[src/rtl/qos_flow_ctrl.sv]
// Main-state and flow controller for the QoS datapath: life-cycle FSM, strict-priority
// VC0/VC1 arbitration into D0/D1 with almost-full backpressure and a one-word pipeline.
module qos_flow_ctrl #(
  parameter int unsigned BW   = 6,
  parameter int unsigned LEN4 = 4
) (
  input  logic            clk,
  input  logic            reset_L,
  input  logic            init,
  input  logic [LEN4-1:0] umbral_bajo_in,
  input  logic [LEN4-1:0] umbral_alto_in,
  output logic [LEN4-1:0] umbral_bajo,
  output logic [LEN4-1:0] umbral_alto,
  input  logic            VC0_empty,
  input  logic            VC1_empty,
  input  logic            D0_empty,
  input  logic            D1_empty,
  input  logic            D0_full,
  input  logic            D1_full,
  input  logic            D0_almost_full,
  input  logic            D1_almost_full,
  input  logic            fifo_error,
  input  logic [BW-1:0]   VC0_data,
  input  logic [BW-1:0]   VC1_data,
  output logic            VC0_rd,
  output logic            VC1_rd,
  output logic            D0_wr,
  output logic            D1_wr,
  output logic [BW-1:0]   D_data_out,
  output logic [4:0]      state,
  output logic            idle_out,
  output logic            error_out
);

  typedef enum logic [4:0] {
    S_RESET  = 5'b00001,
    S_INIT   = 5'b00010,
    S_IDLE   = 5'b00100,
    S_ACTIVE = 5'b01000,
    S_ERROR  = 5'b10000
  } state_t;

  state_t          state_q, state_d;
  logic            valid_q, src_q;
  logic [LEN4-1:0] bajo_q, alto_q;
  logic            stall_c, any_data_c, push_en_c, err_c;
  logic [BW-1:0]   push_word_c;

  assign stall_c    = D0_almost_full | D1_almost_full;
  assign any_data_c = ~(VC0_empty & VC1_empty & D0_empty & D1_empty);

  // Push side: the word popped last cycle, dropped once the FSM is in ERROR
  assign push_en_c   = valid_q && (state_q != S_ERROR);
  assign push_word_c = src_q ? VC1_data : VC0_data;
  assign D_data_out  = push_en_c ? push_word_c : '0;
  assign D0_wr       = push_en_c & ~push_word_c[BW-1];
  assign D1_wr       = push_en_c & push_word_c[BW-1];
  assign err_c       = fifo_error | (D0_wr & D0_full) | (D1_wr & D1_full);

  always_ff @(posedge clk or negedge reset_L) begin
    if (!reset_L) state_q <= S_RESET;
    else          state_q <= state_d;
  end

  // Next state plus pop arbitration; VC0 strictly ahead of VC1
  always_comb begin
    state_d = state_q;
    VC0_rd  = 1'b0;
    VC1_rd  = 1'b0;
    if (state_q == S_ACTIVE && !stall_c) begin
      if (!VC0_empty)      VC0_rd = 1'b1;
      else if (!VC1_empty) VC1_rd = 1'b1;
    end
    case (state_q)
      S_RESET:  state_d = S_INIT;
      S_INIT:   if (!init) state_d = S_IDLE;
      S_IDLE: begin
        if (init)            state_d = S_INIT;
        else if (any_data_c) state_d = S_ACTIVE;
      end
      S_ACTIVE: begin
        if (init)                         state_d = S_INIT;
        else if (!any_data_c && !valid_q) state_d = S_IDLE;
      end
      S_ERROR:  state_d = S_ERROR;
      default:  state_d = S_RESET;
    endcase
    if (state_q != S_RESET && err_c) state_d = S_ERROR;
  end

  always_ff @(posedge clk or negedge reset_L) begin
    if (!reset_L) begin
      valid_q <= 1'b0;
      src_q   <= 1'b0;
    end else begin
      valid_q <= VC0_rd | VC1_rd;
      src_q   <= VC1_rd;
    end
  end

  // Thresholds track the inputs only while configuring
  always_ff @(posedge clk or negedge reset_L) begin
    if (!reset_L) begin
      bajo_q <= '0;
      alto_q <= '0;
    end else if (state_q == S_INIT) begin
      bajo_q <= umbral_bajo_in;
      alto_q <= umbral_alto_in;
    end
  end

  assign umbral_bajo = bajo_q;
  assign umbral_alto = alto_q;
  assign state       = state_q;
  assign idle_out    = (state_q == S_IDLE);
  assign error_out   = (state_q == S_ERROR);

endmodule

[config.mk]
export PLATFORM = sky130hd
export DESIGN_NAME = qos_flow_ctrl
export DESIGN_NICKNAME = d
export VERILOG_FILES = /design/src/rtl/qos_flow_ctrl.sv
export SDC_FILE = /design/constraint.sdc
export NUM_CORES = 1
export LEC_CHECK = 0
export CELL_PAD_IN_SITES_DETAIL_PLACEMENT = 2
export CELL_PAD_IN_SITES_GLOBAL_PLACEMENT = 2
export CORE_MARGIN = 3
export CORE_UTILIZATION = 19
export DETAILED_ROUTE_END_ITERATION = 12
export GPL_ROUTABILITY_DRIVEN = 0
export GPL_TIMING_DRIVEN = 1
export PLACE_DENSITY = 0.82
export REMOVE_ABC_BUFFERS = 1
export SYNTH_ARGS = -nofsm -noshare
export SYNTH_HDL_FRONTEND = slang
export SYNTH_SLANG_ARGS = --single-unit
[constraint.sdc]
create_clock -name clk -period 1.83 [get_ports clk]
set_input_delay 0.366 -clock clk [delete_from_list [all_inputs] [get_ports clk]]
set_output_delay 0.366 -clock clk [all_outputs]
set_load 0.02 [all_outputs]
=== After elaboration in Yosys (flattened, before gate mapping) ===
Cells that the tools add are included.

* Bits in registers: 15

* Equal/unequal tests: 10
* Mux-type cells: 14
* Bitwise gates (word level): 12
* Reduce and logical (&&, ||, !) cells: 7

{| class="wikitable"
|+ Operator list
! kind !! count
|-
| 5-bit 2-to-1 mux || 6
|-
| 5-bit one-hot mux with 5 select lines || 1
|-
| 6-bit 2-to-1 mux || 2
|-
| 1-bit bitwise AND || 7
|-
| 5-bit by 1-bit == test with 1-bit output, second input constant || 1
|-
| 5-bit by 2-bit == test with 1-bit output, second input constant || 1
|-
| 5-bit by 3-bit == test with 1-bit output, second input constant || 1
|-
| 5-bit by 4-bit == test with 1-bit output, second input constant || 1
|-
| 5-bit == test, second input constant || 1
|-
| 1-bit 2-to-1 mux || 5
|-
| 5-bit by 1-bit inequality test with 1-bit output, second input constant || 1
|-
| 5-bit inequality test, second input constant || 1
|-
| 1-bit logical AND || 4
|-
| 4-bit by 2-bit inequality test with 1-bit output, second input constant || 1
|-
| 4-bit by 3-bit inequality test with 1-bit output, second input constant || 1
|-
| 1-bit bitwise OR || 4
|-
| 3-bit inequality test, second input constant || 1
|-
| 3-bit AND reduction || 1
|-
| 1-bit zero test || 2
|-
| 1-bit inverter || 1
|}

=== Depth between registers and ports, before layout ===
Gate-level depths: netlist (run 1).

* Depth after elaboration: 9
* Mapped depth: 5

=== Worst setup path after synthesis (run 1) ===
OpenSTA, ideal clock, no wires.

* Path type: reg-to-output
* From: register state_q[1] (netlist: state[1])
* To: output VC1_rd
* Arrival: 1802 ps
* Data required time: 1464 ps
* Path slack: -338 ps
* Stages on the path, launching flop included: 5
* Path buffers: 0
* Cell sequence: dfrtp_1 > nor3_1 > nand3b_1 > or3_1 > nor3b_1

* Longest elaborated chain between the ends: 3

{| class="wikitable"
|+ Ends and longest elaborated chain
! what !! line !! text
|-
| start, declared || 43 || <nowiki>state_t state_q, state_d;</nowiki>
|-
| start signal, assigned || 62 || <nowiki>else state_q <= state_d;</nowiki>
|-
| 5-bit by 4-bit == test with 1-bit output || 70 || <nowiki>if (state_q == S_ACTIVE && !stall_c) begin</nowiki>
|-
| 1-bit logical AND || 70 ||
|-
| 1-bit 2-to-1 mux || 70 ||
|-
| end, declared || 26 || <nowiki>output logic VC1_rd,</nowiki>
|}

No other way between the ends.

=== Final worst setup path (run 1) ===
* From: register state_q[2] (netlist: state[2])
* To: output D_data_out[2]

* Longest elaborated chain between the ends: 3

{| class="wikitable"
|+ Ends and longest elaborated chain
! what !! line !! text
|-
| 5-bit inequality test || 53 || <nowiki>assign push_en_c = valid_q && (state_q != S_ERROR);</nowiki>
|-
| 1-bit logical AND || 53 ||
|-
| 6-bit 2-to-1 mux || 55 || <nowiki>assign D_data_out = push_en_c ? push_word_c : '0;</nowiki>
|-
| end, declared || 29 || <nowiki>output logic [BW-1:0] D_data_out,</nowiki>
|}

No other way between the ends.

==> summary by stage, run 1 <==
Status
The run finished, with violations left. The checks that failed: setup timing.

CTS
The number of clock sinks is 15. CTS built an H-tree with a depth of 1. In this run the deepest clock path goes through 2 buffers. The CTS tree is done. The tree is rooted in a sky130_fd_sc_hd__clkbuf_8. The number of buffers created by CTS is 3.

The later pin in the worst-skew pair is clocked with a latency of 0.24 ns. The clock input transition at the sequential cells of the worst setup and hold paths is 0.06 ns.

Timing
The share of the cycle needed by the critical path after routing is 117%. The transition time of the tightest slew-check pin is 0.329 ns. Setup repair after global routing could not meet its margin everywhere. The tightest slew margin relative to the limit is 77.5%. The hold violation count in the final report is 0. After routing, the total negative slack on setup checks comes to -2.97 ns. Across all setup checks in the final design, the least slack found is -0.316 ns. The number of pins with negative max-slew slack in the final report came to 0. The maximum clock frequency is 0.466 GHz.

The clock arrives with 0.00425 ns of skew. The total setup violations reported at the end of the flow is 13. The final critical delay including setup and external delays is 2.15 ns.

Global route
The global-route congestion overflow total is 0. The number of global-route vias before repair came to 1089. Entering global routing, the biggest net connects 16 pins. The first global-routing pass estimated 5670 um of wire. The global router's overall resource usage is 13.9%.

The number of antenna violations at the first check in global routing was 0.

Pwr
Power spread over the standard cell area amounts to 1030 nW/um2. Summed over all cells, the static leakage comes to 0.755 nW. The largest vdd supply drop is 0.562 mV.

Synth
Yosys attributes the largest share of cell area to sky130_fd_sc_hd__dfrtp_1 42%, sky130_fd_sc_hd__mux2_2 11%, sky130_fd_sc_hd__mux2i_1 8.3%. The async set-or-reset flop fraction in the synthesized netlist is 100%. The mux share of post-synthesis cell area is 19.1%.

After Yosys synthesis, XOR and XNOR cells account for 1.04% of the synthesized area. By area, the combinational part of the netlist is dominated by multiplexers. After synthesis, the netlist uses 32 different library cells.

The proportion of netlist area held by the largest area contributor is 41.7%. The fraction of the mapped netlist area in adder cells is 0%. The number of warnings issued by yosys is 0.

The mean cell area of the mapped netlist is 11.0 um2. The number of enable flip-flop cells after synthesis is 0. Summed over all instances, the cell type with the most area after synthesis is sky130_fd_sc_hd__dfrtp_1. In the synthesized netlist, the cells that appear most often are 14 x sky130_fd_sc_hd__dfrtp_1, 11 x sky130_fd_sc_hd__nor2_1, 8 x sky130_fd_sc_hd__mux2_2. The sequential element share of the synthesized area is 44.9%. After synthesis the netlist holds a flip-flop and latch count of 15. Synthesis handed over a netlist of 76 instances. The synthesized netlist occupies a cell area of 840 um2. The area fraction in compound gates after synthesis is 13.9%.

The most frequent cell after synthesis is sky130_fd_sc_hd__dfrtp_1. Of the total synthesized cell area, the portion taken by AND, OR, NAND and NOR gates is 17.7%. In the synthesized netlist the dominant register cell turns out to be sky130_fd_sc_hd__dfrtp_1.

Setup path
STA puts the critical path data arrival time at 1.78 ns. The required time at the endpoint of the critical path is 1.46 ns. Walking the worst path, the cells encountered are buf_6, or3b_4, o31ai_4, buf_6, nor2_2, buf_6.

STA classifies the critical path endpoint as a primary output. The maximum fanout along the worst path is 6. The worst stage delay on the critical path is 0.40 ns.

The critical setup path kind is reg -> out. The critical path contains buffers and inverters numbering 3 combined. The largest individual stage delay along the critical path comes from the cell sky130_fd_sc_hd__dfrtp_1. Grouping stages by cell kind, the critical path spends the most delay in buffers and inverters. Counting stages on the worst path, the most repeated cell is sky130_fd_sc_hd__buf_6. The critical path startpoint category is a flip-flop.

Min path
The path class of the tightest hold or removal check is in -> async.

Route
In the final routed layout, each cell accounts on average for 16.6 um. The post-detailed-route DRC marker count is 0. The count of routing violations after the opening detailed-route iteration is 13.

The count of nets left with antenna violations once routing finished came out at 0. The total via count after detailed routing is 920. Wires add up to 3430 um. The detail-routed via count per cell is 4.44. The number of detailed-routing iterations run before antenna repair is 2.

Floorplan
The total I/O pin count is 57. The initial utilization of the core area, before any placement, comes to 20.3%. The number of standard-cell rows in the floorplan is 23. The core footprint is 4140 um2. The die covers 5250 um2. In this run the horizontal extent of the chip is 72.5 um. The height of the die is 72.5 um.

Layout
The number of antenna diodes is 0. The number of nets in the layout is 190. Measured on the finished design, the core utilization comes to 42.6%. The count of fill cells added during filler insertion is 432. In the final layout, the share of cells above drive strength 1 is 42.7%. From synthesis to final layout, the design area changed by 110%.

Flow run
The tool flagged a number of max-cap violations equal to 0.

Place
After legalization and detailed placement, the total HPWL measured 2790 um. The port buffer count is 56.
per-layer routing:
layer	global-route usage (%)	vias up	wire length, um	part of all wire (%)
li1	-	439	-	-
met1	17.0	447	1380	40
met2	24.6	34	1830	53
met3	3.74	0	224	6.5
met4	2.87	0	0	0
met5	0	-	0	0
worst register-to-register path: stages, from the launching register on:
cell                       delay (ns)
sky130_fd_sc_hd__dfrtp_1         0.40
sky130_fd_sc_hd__buf_6           0.13
sky130_fd_sc_hd__or3b_4          0.38
sky130_fd_sc_hd__o31ai_4         0.24
sky130_fd_sc_hd__buf_6           0.20
sky130_fd_sc_hd__o21bai_2        0.15
sky130_fd_sc_hd__a221oi_2        0.29
registers in the layout, summed over array words and instances, names as in the netlist:
signal / cells
state: 5
umbral_alto: 4
umbral_bajo: 4
src_q: 1
valid_q: 1
report_power, final:
group | switching [W] | internal (W)
Combinational | 0.000451 | 0.000572
Clock | 0.000113 | 0.000154
Sequential | 0.0000714 | 0.000454
Total | 0.000636 | 0.00118
cell type report:
cell class,instances,area [um2],area share (%)
repair buffers,80,747,42.3
multi-input cells,55,522,29.6
flip-flops and latches,15,377,21.3
well taps,50,62.6,3.55
clock buffers,4,45.0,2.55
inverters,3,11.3,0.638
through the flow:
step	power (W)	instance area, um2	cells	hold slack (ns)	setup WS, ns
after floorplan	0.000926	822	73	0.0704	-0.338
after global placement	0.00141	1570	196	0.490	-0.618
after detailed placement	0.00144	1570	196	0.502	-0.665
after CTS	0.00183	1720	206	0.451	-0.350
after global routing	0.00195	1760	207	0.462	-0.386
final	0.00182	1760	207	0.443	-0.316
kinds of logic after synthesis:
group / Yosys count
and+or+nand+nor: 26
muxes: 15
DFF: 15
AOI/OAI and AO/OA: 13
buffers and inverters: 6
xor gates and xnor gates: 1
worst paths after layout:
kind | end | slack (ns) | start | cells after the start
setup / recovery | D_data_out[2] | -0.32 | state[2] | 6
hold / removal | umbral_alto[0] | 0.44 | reset_L | 2
setup reg to reg | state[2] | -0.05 | state[2] | 6
hold reg to reg | umbral_alto[2] | 0.51 | umbral_alto[2] | 1
max in group asynchronous | state[0] | 1.14 | reset_L | 2
min in group clk | umbral_alto[2] | 0.51 | umbral_alto[2] | 1
timing repair:
item / CTS / global route
setup endpoints to repair: 16 / 16
pin swaps: 7 / 5
buffers inserted: 6 / 1
hold buffers: 0 / 0
hold endpoints to repair: 0 / 0
resized for setup: 87 / 8
placed cells by master (no fill, tap or decap), types with 2 or more instances in the layout:
cell type	synthesis	layout
sky130_fd_sc_hd__dlygate4sd2_1	0	3
sky130_fd_sc_hd__o21bai_1	2	2
sky130_fd_sc_hd__nand3b_1	2	2
sky130_fd_sc_hd__inv_1	3	3
sky130_fd_sc_hd__a21oi_1	2	2
sky130_fd_sc_hd__nor2_4	0	4
sky130_fd_sc_hd__mux2i_1	7	7
sky130_fd_sc_hd__clkbuf_8	0	3
sky130_fd_sc_hd__mux2_2	8	8
sky130_fd_sc_hd__nor2_1	11	5
sky130_fd_sc_hd__nor2_2	0	2
sky130_fd_sc_hd__buf_2	2	2
sky130_fd_sc_hd__buf_4	1	22
sky130_fd_sc_hd__clkdlybuf4s50_1	0	41
sky130_fd_sc_hd__buf_6	0	12
sky130_fd_sc_hd__dfrtp_1	14	14
(Power assumes the default switching activity.)
==> run 2, diff against run 1 <==
CTS_CLUSTER_DIAMETER = 150   (was not set)
==> results of run 2 <==
Final layout, timing and power as in run 1 (identical DEF).
